File: src/rtl/pwm_level_ctrl.sv
// Button-stepped brightness level select plus four fixed-duty PWM waveforms.
module pwm_level_ctrl #(
  parameter int unsigned DEBOUNCE_CYCLES = 100000,
  parameter int unsigned PWM_PERIOD      = 100,
  parameter int unsigned CNT_W           = 17
) (
  input  logic       i_clk,
  input  logic       i_reset_n,
  input  logic       i_btn,
  input  logic       i_clr,
  output logic [4:0] o_pwm,
  output logic [2:0] o_sel,
  output logic       o_pwm_wrap
);

  localparam int unsigned PCNT_W = (PWM_PERIOD > 2) ? $clog2(PWM_PERIOD) : 1;
  localparam int unsigned QTR    = PWM_PERIOD / 4;

  typedef enum logic [2:0] {
    OFF = 3'd0,
    L1  = 3'd1,
    L2  = 3'd2,
    L3  = 3'd3,
    L4  = 3'd4
  } level_t;

  logic             s1, s2;
  logic [CNT_W-1:0] dcnt;
  logic             btn_db, btn_db_d;
  logic [1:0]       sync_vld;
  logic             armed;
  logic             step_q;
  level_t           state_q, state_d;

  logic [PCNT_W-1:0] pcnt, pcnt_next;
  logic [3:0]        pwm_next;

  // Two-flop synchroniser for the asynchronous button
  always_ff @(posedge i_clk or negedge i_reset_n) begin
    if (!i_reset_n) begin
      s1 <= 1'b0;
      s2 <= 1'b0;
    end else begin
      s1 <= i_btn;
      s2 <= s1;
    end
  end

  // Debounce: accept a new level only after it has been stable for DEBOUNCE_CYCLES
  always_ff @(posedge i_clk or negedge i_reset_n) begin
    if (!i_reset_n) begin
      dcnt   <= '0;
      btn_db <= 1'b0;
    end else if (s2 == btn_db) begin
      dcnt <= '0;
    end else if (dcnt == CNT_W'(DEBOUNCE_CYCLES - 1)) begin
      btn_db <= s2;
      dcnt   <= '0;
    end else begin
      dcnt <= dcnt + CNT_W'(1);
    end
  end

  // Rising-edge detect; a press held across reset is ignored until the button is seen low
  always_ff @(posedge i_clk or negedge i_reset_n) begin
    if (!i_reset_n) begin
      btn_db_d <= 1'b0;
      sync_vld <= 2'b00;
      armed    <= 1'b0;
      step_q   <= 1'b0;
    end else begin
      btn_db_d <= btn_db;
      sync_vld <= {sync_vld[0], 1'b1};
      armed    <= armed | (sync_vld[1] & ~s2);
      step_q   <= btn_db & ~btn_db_d & armed;
    end
  end

  // Level state register
  always_ff @(posedge i_clk or negedge i_reset_n) begin
    if (!i_reset_n) begin
      state_q <= OFF;
    end else begin
      state_q <= state_d;
    end
  end

  // Level next-state: clear wins over step
  always_comb begin
    state_d = state_q;
    if (i_clr) begin
      state_d = OFF;
    end else if (step_q) begin
      unique case (state_q)
        OFF:     state_d = L1;
        L1:      state_d = L2;
        L2:      state_d = L3;
        L3:      state_d = L4;
        L4:      state_d = OFF;
        default: state_d = OFF;
      endcase
    end
  end

  assign o_sel = state_q;

  // PWM counter next value and per-duty compare
  always_comb begin
    pcnt_next = (pcnt == PCNT_W'(PWM_PERIOD - 1)) ? '0 : pcnt + PCNT_W'(1);
    pwm_next  = '0;
    for (int unsigned k = 0; k < 4; k++) begin
      pwm_next[k] = (32'(pcnt_next) < (k + 1) * QTR);
    end
  end

  // Free-running PWM counter and registered waveforms
  always_ff @(posedge i_clk or negedge i_reset_n) begin
    if (!i_reset_n) begin
      pcnt       <= '0;
      o_pwm      <= '0;
      o_pwm_wrap <= 1'b0;
    end else begin
      pcnt       <= pcnt_next;
      o_pwm      <= {1'b0, pwm_next};
      o_pwm_wrap <= (pcnt_next == '0);
    end
  end

endmodule

File: config.mk
export PLATFORM = sky130hd
export DESIGN_NAME = pwm_level_ctrl
export DESIGN_NICKNAME = d
export VERILOG_FILES = /design/src/rtl/pwm_level_ctrl.sv
export SDC_FILE = /design/constraint.sdc
export NUM_CORES = 1
export LEC_CHECK = 0
export CAP_MARGIN = 40
export CORE_MARGIN = 2
export CORE_UTILIZATION = 43
export DETAILED_ROUTE_END_ITERATION = 16
export GPL_ROUTABILITY_DRIVEN = 0
export HOLD_SLACK_MARGIN = 0.05
export PLACE_DENSITY = 0.73
export SKIP_LAST_GASP = 1
export SLEW_MARGIN = 5
export SYNTH_ARGS = -nofsm -noshare
export SYNTH_HDL_FRONTEND = slang
export SYNTH_SLANG_ARGS = --single-unit
export TNS_END_PERCENT = 50
File: constraint.sdc
create_clock -name i_clk -period 3.9 [get_ports i_clk]
set_clock_uncertainty 0.2 [all_clocks]
set_input_delay 0.39 -clock i_clk [delete_from_list [all_inputs] [get_ports i_clk]]
set_output_delay 0.39 -clock i_clk [all_outputs]
set_load 0.02 [all_outputs]
== Yosys cells after proc, flatten, opt, wreduce, memory -nomap -nowiden ==
Index checks and enable logic that the tools add are counted.
Word-level totals
  register bits: 40
  input bits: 4
  output and inout port bits: 9
  logic and storage cells: 41
Cells by class
  $add $sub $neg: 2
  magnitude comparators: 4
  equality and inequality tests: 6
  muxes and demuxes: 6
  bitwise operators: 7
  reductions and logical operators: 4
Operator list (number)
  $mux 17: 2
  $add 17x1->17 const B: 1
  $eq 17x17->1 const B: 1
  $lt 7x7->1 const B: 2
  $pmux 3 s4: 1
  $add 7x1->7 const B: 1
  $eq 7x7->1 const B: 1
  $logic_not 7->1: 1
  $lt 7x5->1 const B: 1
  $lt 7x6->1 const B: 1
  $mux 7: 1
  $eq 3x2->1 const B: 2
  $mux 3: 2
  $and 1x1->1: 3
  $eq 3x1->1 const B: 1
  $logic_not 3->1: 1
  $not 1->1: 3
  $reduce_and 2->1: 1
  $reduce_bool 2->1: 1
  $eq 1x1->1: 1
  $or 1x1->1: 1

== Longest topological paths before layout ==
  depth after elaboration: 4
  mapped depth: 7
  gate-level depth less buffers: 5

== Least setup slack after synthesis ==
No wires, ideal clock.
  path kind: flip-flop to flip-flop
  start: reg pcnt[0]
  end: reg o_pwm_wrap
  data arrival time: 1506 ps
  slack: 2089 ps
  stages on the path, launching flop included: 6
  path buffers: 0
  clock period less this slack: 1811 ps
  cells stage by stage: dfrtp_1 > ha_1 > nand3_1 > xnor2_1 > or3_1 > nor4b_1
Between the ends
  word-level cells in the longest chain between the ends: 3
  elaborated cells on any way between the ends: 4
  classes of those cells: add/sub (1); eq/ne (1); mux (1); reduce/logical (1)
Ends and longest elaborated chain
  start, declared: line 35  | logic [PCNT_W-1:0] pcnt, pcnt_next;
  start signal, assigned: line 123  | pcnt <= pcnt_next;
  $add 7x1->7 / $eq 7x7->1 (equally long branches): line 109  | pcnt_next = (pcnt == PCNT_W'(PWM_PERIOD - 1)) ? '0 : pcnt + PCNT_W'(1);
  $mux 7 *: line 109
  net pcnt_next[4]: line 35
  $logic_not 7->1 *: line 125  | o_pwm_wrap <= (pcnt_next == '0);
  end signal, assigned: line 125
  end, declared: line 13  | output logic o_pwm_wrap
Mark *: on every way through the listed nets, which the timed path passes. The rest lies on a longest branch.
A chain may end at the register's enable or synchronous reset.

== Final worst setup path ==
Ends and elaborated chain as after synthesis.

==> reports/qor.yml <==
power_and_ir_drop:
  pwr_density_cell_nw_per_um2: 382
  irDropWorstVdd_uv: 217
  p_leak_nw: 0.871
die:
  die_h_um: 68.3
  core_um2: 4000
  rows: 23
  die-width_um: 68.3
  start_util: 0.445
  dieArea_um2: 4670
  pin_count: 13
logic_synthesis:
  synth_xor_area_frac: 0.0788
  syn-cell-area_um2: 1780
  syn_area_per_cell_um2: 11.2
  yosys.area_share.simple: 0.233
  syn_nets: 165
  synth-seq-cells: 40
  synth_top_family_by_area: "simple AND/OR/NAND/NOR gates"
  synth_compound_area_frac: 0.0865
  synth_fa_ha_area_frac: 0.0141
  ys_warn_count: 0
  synthMuxAreaShare: 0.00563
  seq_area_frac_synth: 0.563
  synth_cells: 159
  synth_cell_types: 41
setup_path:
  path_class: "reg -> reg"
  cp.buffers_inverters: 0
  critical-path-max-stage-delay_ns: 0.42
  crit_family: "simple AND/OR/NAND/NOR gates"
  r2r-start: "pcnt[0]$_DFF_PN0_"
  crit_path_start: "pcnt[0]$_DFF_PN0_"
  path_cells: "ha_1 -> nand3_1 -> xnor2_1 -> or3_1 -> nor4b_1"
  cpMaxStageDelayCell: "dfrtp_1"
  cp.required_ns: 3.87
  crit_path_end_kind: "flop"
  cp-start-kind: "flop"
  cp.arrival_ns: 2.04
  cp_max_fo: 7
detailed_routing:
  totalWireLength_um: 3120
  viasPerCell: 5.35
  drc_errors: 0
  via_count: 1209
  post_drt_wl_per_cell_um: 13.8
  drtPass1Iterations: 3
  antenna_left: 0
  drt_iter0_drc: 26
final_layout:
  fin_cells: 226
  area_delta_synth_final_pct: 15.4
  antenna_cells: 0
  seqCellArea_um2: 1000
  drive_gt1_frac: 0.0909
  final_area_um2: 2050
  fillers: 357
  fin_nets: 181
  multi_input_area_um2: 751
global_routing:
  grt-ovfl-total: 0
  grt_pass1_vias: 1217
  antenna_found_initial: 0
  grt_max_degree: 41
  grtUsageTotal: 0.162
  grt_first_pass_wirelength_um: 5440
timing:
  period_minus_slack_ns: 2.06
  fin_ws_ns: 1.84
  rsz0062_at_grt: "no"
  relSlewSlack: 0.431
  maxSlewViolCount: 0
  setup_viol: 0
  fin_crit_sh: 0.529
  max_freq_mhz: 485
  finalSetupTns_ns: 0
  hold_viol: 0
  tightest_slew_ns: 0.854
clock_network:
  post_cts_resized: 0
  clock_sink_count: 40
  clk_latency_ns: 0.29
  cts_tree: "built"
  clock_path_buffers: 2
  htree_levels: 2
  clk_pin_slew_ns: 0.08
  cts_root_buf: "clkbuf_8"
  numCtsBuffers: 5
placed_design:
  hpwlAfterDp_um: 2130
  place_ws_ns: 1.86
  io_buffers: 11
  placedCellCount: 217
  placed_area_um2: 1930
run:
  maxCapViolations: 0
hold_path:
  hp-class: "reg -> reg"
  holdCritStartpoint: "sync_vld[0]$_DFF_PN0_"
run_status:
  status: "finished clean"
-- sequential cells by signal (all words and copies together), names as in the netlist, 2 cells and up --
register / cells
dcnt: 17
o_pwm: 4
o_sel: 3
pcnt: 7
sync_vld: 2
-- cell type report --
type | instances | area share
clock buffers | 5 | 0.0335
clock inverters | 3 | 0.0232
inverters | 2 | 0.00366
multi-input cells | 114 | 0.366
flip-flops and latches | 40 | 0.488
well taps | 50 | 0.0305
repair buffers | 12 | 0.0561
-- cells in the mapped netlist, drive strengths merged --
| cell | number | share of area |
|---|---|---|
| or3 | 4 | 0.017 |
| nand3 | 8 | 0.025 |
| nor3 | 4 | 0.011 |
| ha | 2 | 0.014 |
| a21o | 2 | 0.0084 |
| and2 | 1 | 0.0035 |
| nand4b | 1 | 0.0049 |
| o21ai | 5 | 0.020 |
| nor4b | 2 | 0.0098 |
| xor2 | 9 | 0.044 |
| buf | 3 | 0.011 |
| o21a | 1 | 0.0042 |
| xnor2 | 7 | 0.034 |
| and4 | 3 | 0.015 |
| a21oi | 5 | 0.016 |
| conb | 2 | 0.0042 |
| a31oi | 4 | 0.014 |
| nor4bb | 1 | 0.0056 |
| nand2b | 3 | 0.011 |
| nor4 | 1 | 0.0035 |
| inv | 2 | 0.0042 |
| and3 | 3 | 0.011 |
| dfrtp | 40 | 0.56 |
| mux2i | 1 | 0.0056 |
| nand4 | 5 | 0.025 |
| o31ai | 3 | 0.013 |
| nor2b | 1 | 0.0035 |
| o311a | 1 | 0.0056 |
| nor2 | 22 | 0.046 |
| or4 | 1 | 0.0042 |
| a22o | 1 | 0.0049 |
| and4bb | 2 | 0.014 |
| nand2 | 9 | 0.023 |
-- cells by family after synthesis --
family | Yosys count
adder cells (fa/ha/maj) | 2
flip-flops | 40
multiplexers | 1
AO/OA/AOI/OAI | 22
buffers and inverters | 5
AND/OR/NAND/NOR | 71
other | 2
XOR/XNOR | 16
-- cells in the final DEF (no fill, tap or decap), types with 2 or more instances in the layout --
cell type	count
inv_1	2
nand3_1	7
nor3_1	4
dfrtp_1	40
clkdlybuf4s50_1	10
o31ai_1	3
o21ai_0	2
xor2_1	9
nor2_1	22
and4_1	3
clkinv_4	2
clkbuf_8	5
and3_1	3
conb_1	2
nand2_1	8
xnor2_1	7
a31oi_1	4
nand4_1	3
nor4b_1	2
o21ai_1	2
nand4_2	2
and4bb_1	2
nand2b_1	3
a21oi_1	4
or3_1	3
a21o_1	2
ha_1	2
-- final timing paths --
path                                               to  slack [ns]  depth (start not counted)
worst max register to register   o_pwm_wrap$_DFF_PN0_        1.84                          5
worst min-delay path            sync_vld[1]$_DFF_PN0_        0.15                          0
worst max-delay path             o_pwm_wrap$_DFF_PN0_        1.84                          5
max in group asynchronous           pcnt[5]$_DFF_PN0_        2.41                          2
min in group asynchronous           dcnt[9]$_DFF_PN0_        0.54                          2
worst min register to register  sync_vld[1]$_DFF_PN0_        0.15                          0
-- layer usage --
metal  vias to the layer above  GRT usage  wire length, um
li1                        591          -                -
met1                       600      0.192             1350
met2                        13      0.262             1630
met3                         5     0.0543               89
met4                         0     0.0825               57
met5                         -          0                0
-- what timing repair did --
action	in CTS	in global routing
endpoints found under the hold margin	40	0
hold buffers	1	0
endpoints found under the setup margin	0	0
buffers inserted	0	0
-- power by group --
part / internal [mW] / total, mW / switching (mW)
Combinational: 0.00603 / 0.0215 / 0.0155
Clock: 0.193 / 0.341 / 0.149
Sequential: 0.419 / 0.422 / 0.00330
Total: 0.618 / 0.785 / 0.167
-- through the flow --
stage	power, mW	util	hold WS [ns]
floorplan	0.440	-	-0.106
global placement	0.451	0.482	0.132
detailed placement	0.452	0.482	0.137
CTS	0.798	0.513	0.157
global route	0.823	0.513	0.168
finish	0.785	0.513	0.153
Note: power is estimated with default switching activity, not from simulation.
==> RTL edit 1, RTL diff (config.mk and constraints unchanged) <==
Make the reset (`i_reset_n`) synchronous in 5 clocked blocks. Comments in the files are not updated.
--- a/src/rtl/pwm_level_ctrl.sv
+++ b/src/rtl/pwm_level_ctrl.sv
@@ -38,3 +38,3 @@
   // Two-flop synchroniser for the asynchronous button
-  always_ff @(posedge i_clk or negedge i_reset_n) begin
+  always_ff @(posedge i_clk) begin
     if (!i_reset_n) begin
@@ -49,3 +49,3 @@
   // Debounce: accept a new level only after it has been stable for DEBOUNCE_CYCLES
-  always_ff @(posedge i_clk or negedge i_reset_n) begin
+  always_ff @(posedge i_clk) begin
     if (!i_reset_n) begin
@@ -64,3 +64,3 @@
   // Rising-edge detect; a press held across reset is ignored until the button is seen low
-  always_ff @(posedge i_clk or negedge i_reset_n) begin
+  always_ff @(posedge i_clk) begin
     if (!i_reset_n) begin
@@ -79,3 +79,3 @@
   // Level state register
-  always_ff @(posedge i_clk or negedge i_reset_n) begin
+  always_ff @(posedge i_clk) begin
     if (!i_reset_n) begin
@@ -116,3 +116,3 @@
   // Free-running PWM counter and registered waveforms
-  always_ff @(posedge i_clk or negedge i_reset_n) begin
+  always_ff @(posedge i_clk) begin
     if (!i_reset_n) begin
Function: differs if i_reset_n is asserted again (counterexample within 4 cycles, from zero or initial values and one cycle with i_reset_n low); with i_reset_n held inactive, the same outputs for 10 cycles.
==> RTL edit 1 against the unedited design <==
Worst hold slack better by 81 ps; non-clock buffer count decreased by 1; routed wire length shrank 9.7%; worst setup slack lost 80 ps; final cell count increased by 8.4%; die area decreased by 4.0%; area after synthesis decreased by 4.2%; cell area decreased by 6.0%; sequential cell count unchanged; synthesized cell count increased by 16%; maximum frequency is 3.7% lower; power shrank 5.1%; largest cell class is now multi-input gates; largest power group unchanged.
==> RTL edit 1: results (changes against the unedited design) <==
pin count of the biggest net entering global routing - 16 (-61%)
syn_nets - 191 (+16%)
HPWL Detailed - 1990 um (-6.8%)
Placed Cells - 237 (+9.2%)
ratio of cells with drive above 1 in the final layout - 7.11% (-2.0 points)
mean post-synth cell area - 9.21 um^2 (-18%)
CTS Hold Buffers Added - 0 (-1)
Non-Filler Instances - 245 (+8.4%)
asr flop ratio synth - 0% (-100 points)
worst slack, placed - 1760 ps (-103 ps)
leakage power - 0.672 nW (-23%)
DR vias - 1,250 (+3.4%)
crit-path max cell delay - 470 ps (+50 ps)
Synth area leaders - dfxtp_1 (47%), nor2_1 (5.1%), xnor2_1 (4.6%)
slowest stage cell, crit path - or2_1
outcome - finished, final reports clean
drt initial violations - 47 (+81%)
largest fanout on the critical path - 15 (+8)
vias in the first global route - 1,205 (-0.99%)
GRT Util Overall - 15.8% (-0.39 points)
Max-slew headroom - 66.6% (+24 points)
drt wl/cell - 11.5 um (-17%)
Final nets - 202 (+12%)
Arr. time, crit path - 2110 ps (+70 ps)
top cells by count, synth - dfxtp_1 (40), nor2_1 (23), xnor2_1 (9)
[RTL edit 1: cell count changes in the layout (fill, tap and decap cells not counted), moves of 4 or more]
| cell | unedited run | this run |
|---|---|---|
| inv_1 | 2 | 8 |
| and2_1 | 1 | 8 |
| dfxtp_1 | 0 | 40 |
| a21oi_1 | 4 | 8 |
| nor4_1 | 1 | 5 |
| dfrtp_1 | 40 | 0 |
[RTL edit 1: worst register-to-register path, stage by stage (launching register included)]
cell and delay [ps]:
dfxtp_1 380, ha_1 240, nand4_1 220, nor4_2 410, or2_1 470, nor2_1 100
[RTL edit 1: metal layers]
metal,track usage [%],vias to the layer above,wire length [um]
li1,-,667,-
met1,19.8,566,1420
met2,25.5,11,1260
met3,4.73,6,89
met4,6.12,0,48
met5,0,-,0
[RTL edit 1: worst paths after layout]
path | cells past startpoint | endpoint | slack [ps] | start
max | 5 | dcnt[8] | 1760 | dcnt[0]
min | 1 | s2 | 230 | s1
max reg2reg | 5 | dcnt[8] | 1760 | dcnt[0]
min reg2reg | 1 | s2 | 230 | s1
[RTL edit 1: cells by family after synthesis]
| logic type | share of synthesized area, % |
|---|---|
| AOI/OAI and AO/OA | 9.03 |
| other | 0.220 |
| DFF | 47.0 |
| muxes | 1.84 |
| adders and majority gates | 1.47 |
| xor gates and xnor gates | 8.22 |
| buffers and inverters | 4.26 |
| and+or+nand+nor | 28.0 |
[RTL edit 1: layout make-up]
cell class,instances,area [um^2]
repair buffers,11,110
clock inverters,2,15.0
inverters,8,30.0
clock buffers,6,82.6
well taps,48,60.1
fillers,386,1810
flip-flops and latches,40,801
multi-input cells,130,831
[RTL edit 1: metrics by stage]
step | area (um^2) | total power, mW
2_1_floorplan | 1700 | 0.456
3_3_place_gp | 1830 | 0.467
3_5_place_dp | 1830 | 0.468
4_1_cts | 1930 | 0.752
5_1_grt | 1930 | 0.777
6_report | 1930 | 0.745
[RTL edit 1: power breakdown]
part           leakage (nW)  switching (mW)  internal (mW)
clock network        0.0434           0.143          0.143
logic                 0.303          0.0197         0.0177
registers             0.326         0.00453          0.416
total                 0.672           0.168          0.577
==> RTL edit 2, RTL diff (same settings) <==
Without the edit above. Change the parameter `PWM_PERIOD` from 100 to 150.
--- a/src/rtl/pwm_level_ctrl.sv
+++ b/src/rtl/pwm_level_ctrl.sv
@@ -3,3 +3,3 @@
   parameter int unsigned DEBOUNCE_CYCLES = 100000,
-  parameter int unsigned PWM_PERIOD      = 100,
+  parameter int unsigned PWM_PERIOD      = 150,
   parameter int unsigned CNT_W           = 17
Function: same outputs for any inputs over 10 cycles, from zero or initial values and one cycle with i_reset_n low; that may be too few to reach the edited logic, so the function may still have changed.
==> RTL edit 2 against the unedited design <==
Power rose by 2.4%; core utilization fell by 0.54 points; area after synthesis rose by 6.6%; routed wire length rose by 3.0%; worst setup slack got worse by 100 ps; worst hold slack got worse by 2.0 ps; cell area rose by 6.2%; largest cell class unchanged; critical endpoint is now btn_db; sequential cell count rose by 1.
==> RTL edit 2: results (changes against the unedited design) <==
Non-Filler Instances - 248 (+9.7%)
pin count of the biggest net entering global routing - 31 (-24%)
mux cell area share after synthesis - 1.32% (+0.76 points)
first-pass GRT wire length - 5880 um (+8.1%)
GRT Util Overall - 15.0% (-1.3 points)
leakage power - 0.927 nW (+6.4%)
Clk power - 0.349 mW (+2%)
vias per cell - 5.23 (-2.2%)
compound-cell area share of the yosys netlist - 7.78% (-0.87 points)
syn_nets - 188 (+14%)
drt initial violations - 99 (+280%)
Placed Instance Area - 2050 um^2 (+6.4%)
sequential share of the synthesized area - 54.1% (-2.2 points)
Slew @ Worst Pin - 705 ps (-149 ps)
outcome - finished, final reports clean
top cells by count, synth - dfrtp_1 (41), nor2_1 (28), xor2_1 (13)
crit-path max cell delay - 580 ps (+160 ps)
P_sw - 0.159 mW (-5.2%)
Largest regs - dcnt (17), pcnt (8), o_pwm (4)
ratio of cells with drive above 1 in the final layout - 7.65% (-1.4 points)
vias in the first global route - 1,334 (+9.6%)
drt pass-1 iters - 4 (+1)
Final nets - 202 (+12%)
Synth Area in XOR/XNOR - 10.2% (+2.3 points)
I/O Buffers - 11 (unchanged)
HPWL Detailed - 2340 um (+9.6%)
asr flop ratio synth - 100% (unchanged)
slowest stage cell, crit path - or4_4
multi-input logic area - 820 um^2 (+9.2%)
Arr. time, crit path - 2150 ps (+110 ps)
Synth area leaders - dfrtp_1 (54%), xor2_1 (6.0%), nor2_1 (5.5%)
Routed WL - 3210 um (+3.0%)
# fillers - 399 (+12%)
worst vdd ir - 0.177 mV (-18%)
Cell variety after synth - 43 (+4.9%)
Placed Cells - 239 (+10%)
Adder-Cell Fraction of Synth Area - 1.98% (+0.57 points)
cells after synthesis - 181 (+14%)
largest fanout on the critical path - 3 (-4)
-- RTL edit 2: logic make-up after synthesis --
logic type,count (synthesis)
adders and majority gates,3
AOI/OAI and AO/OA,23
other,2
buffers and inverters,10
and+or+nand+nor,78
DFF,41
muxes,2
xor gates and xnor gates,22
-- RTL edit 2: critical path: cells and delay by family (launching register included) --
family / cells / cell delay, ps
muxes: 1 / 310
adders and majority gates: 1 / 220
and+or+nand+nor: 3 / 930
DFF: 1 / 390
-- RTL edit 2: per-layer routing --
metal	routed length (um)	global-route usage, %	up-vias
li1	-	-	648
met1	1470	18.9	620
met2	1570	24.1	24
met3	148	5.34	5
met4	22	4.70	0
met5	0	0	-
-- RTL edit 2: through the flow --
stage	total power, mW	worst slack, ps
6_report	0.804	1730
3_5_place_dp	0.464	1760
3_3_place_gp	0.461	1790
5_1_grt	0.843	1680
2_1_floorplan	0.449	1810
4_1_cts	0.816	1750
-- RTL edit 2: final cells by class --
class,count,area share [%]
flip-flops and latches,41,47.0
clock buffers,6,3.79
well taps,52,2.98
multi-input cells,130,37.6
inverters,4,0.688
repair buffers,13,6.20
clock inverters,2,1.72
-- RTL edit 2: final timing paths --
| kind | depth (start not counted) | end | slack (ps) | start |
|---|---|---|---|---|
| worst max register to register | 5 | btn_db | 1730 | dcnt[0] |
| worst max-delay path | 5 | btn_db | 1730 | dcnt[0] |
| min in group asynchronous | 2 | dcnt[5] | 310 | i_reset_n |
| max in group asynchronous | 3 | o_pwm[0] | 2740 | i_reset_n |
| worst min-delay path | 0 | s2 | 150 | s1 |
| worst min register to register | 0 | s2 | 150 | s1 |
-- RTL edit 2: timing repair --
item,4_1_cts,5_1_grt
hold buffers,1,0
endpoints found under the setup margin,0,0
hold endpoints to repair,11,0
gates resized for setup,0,0
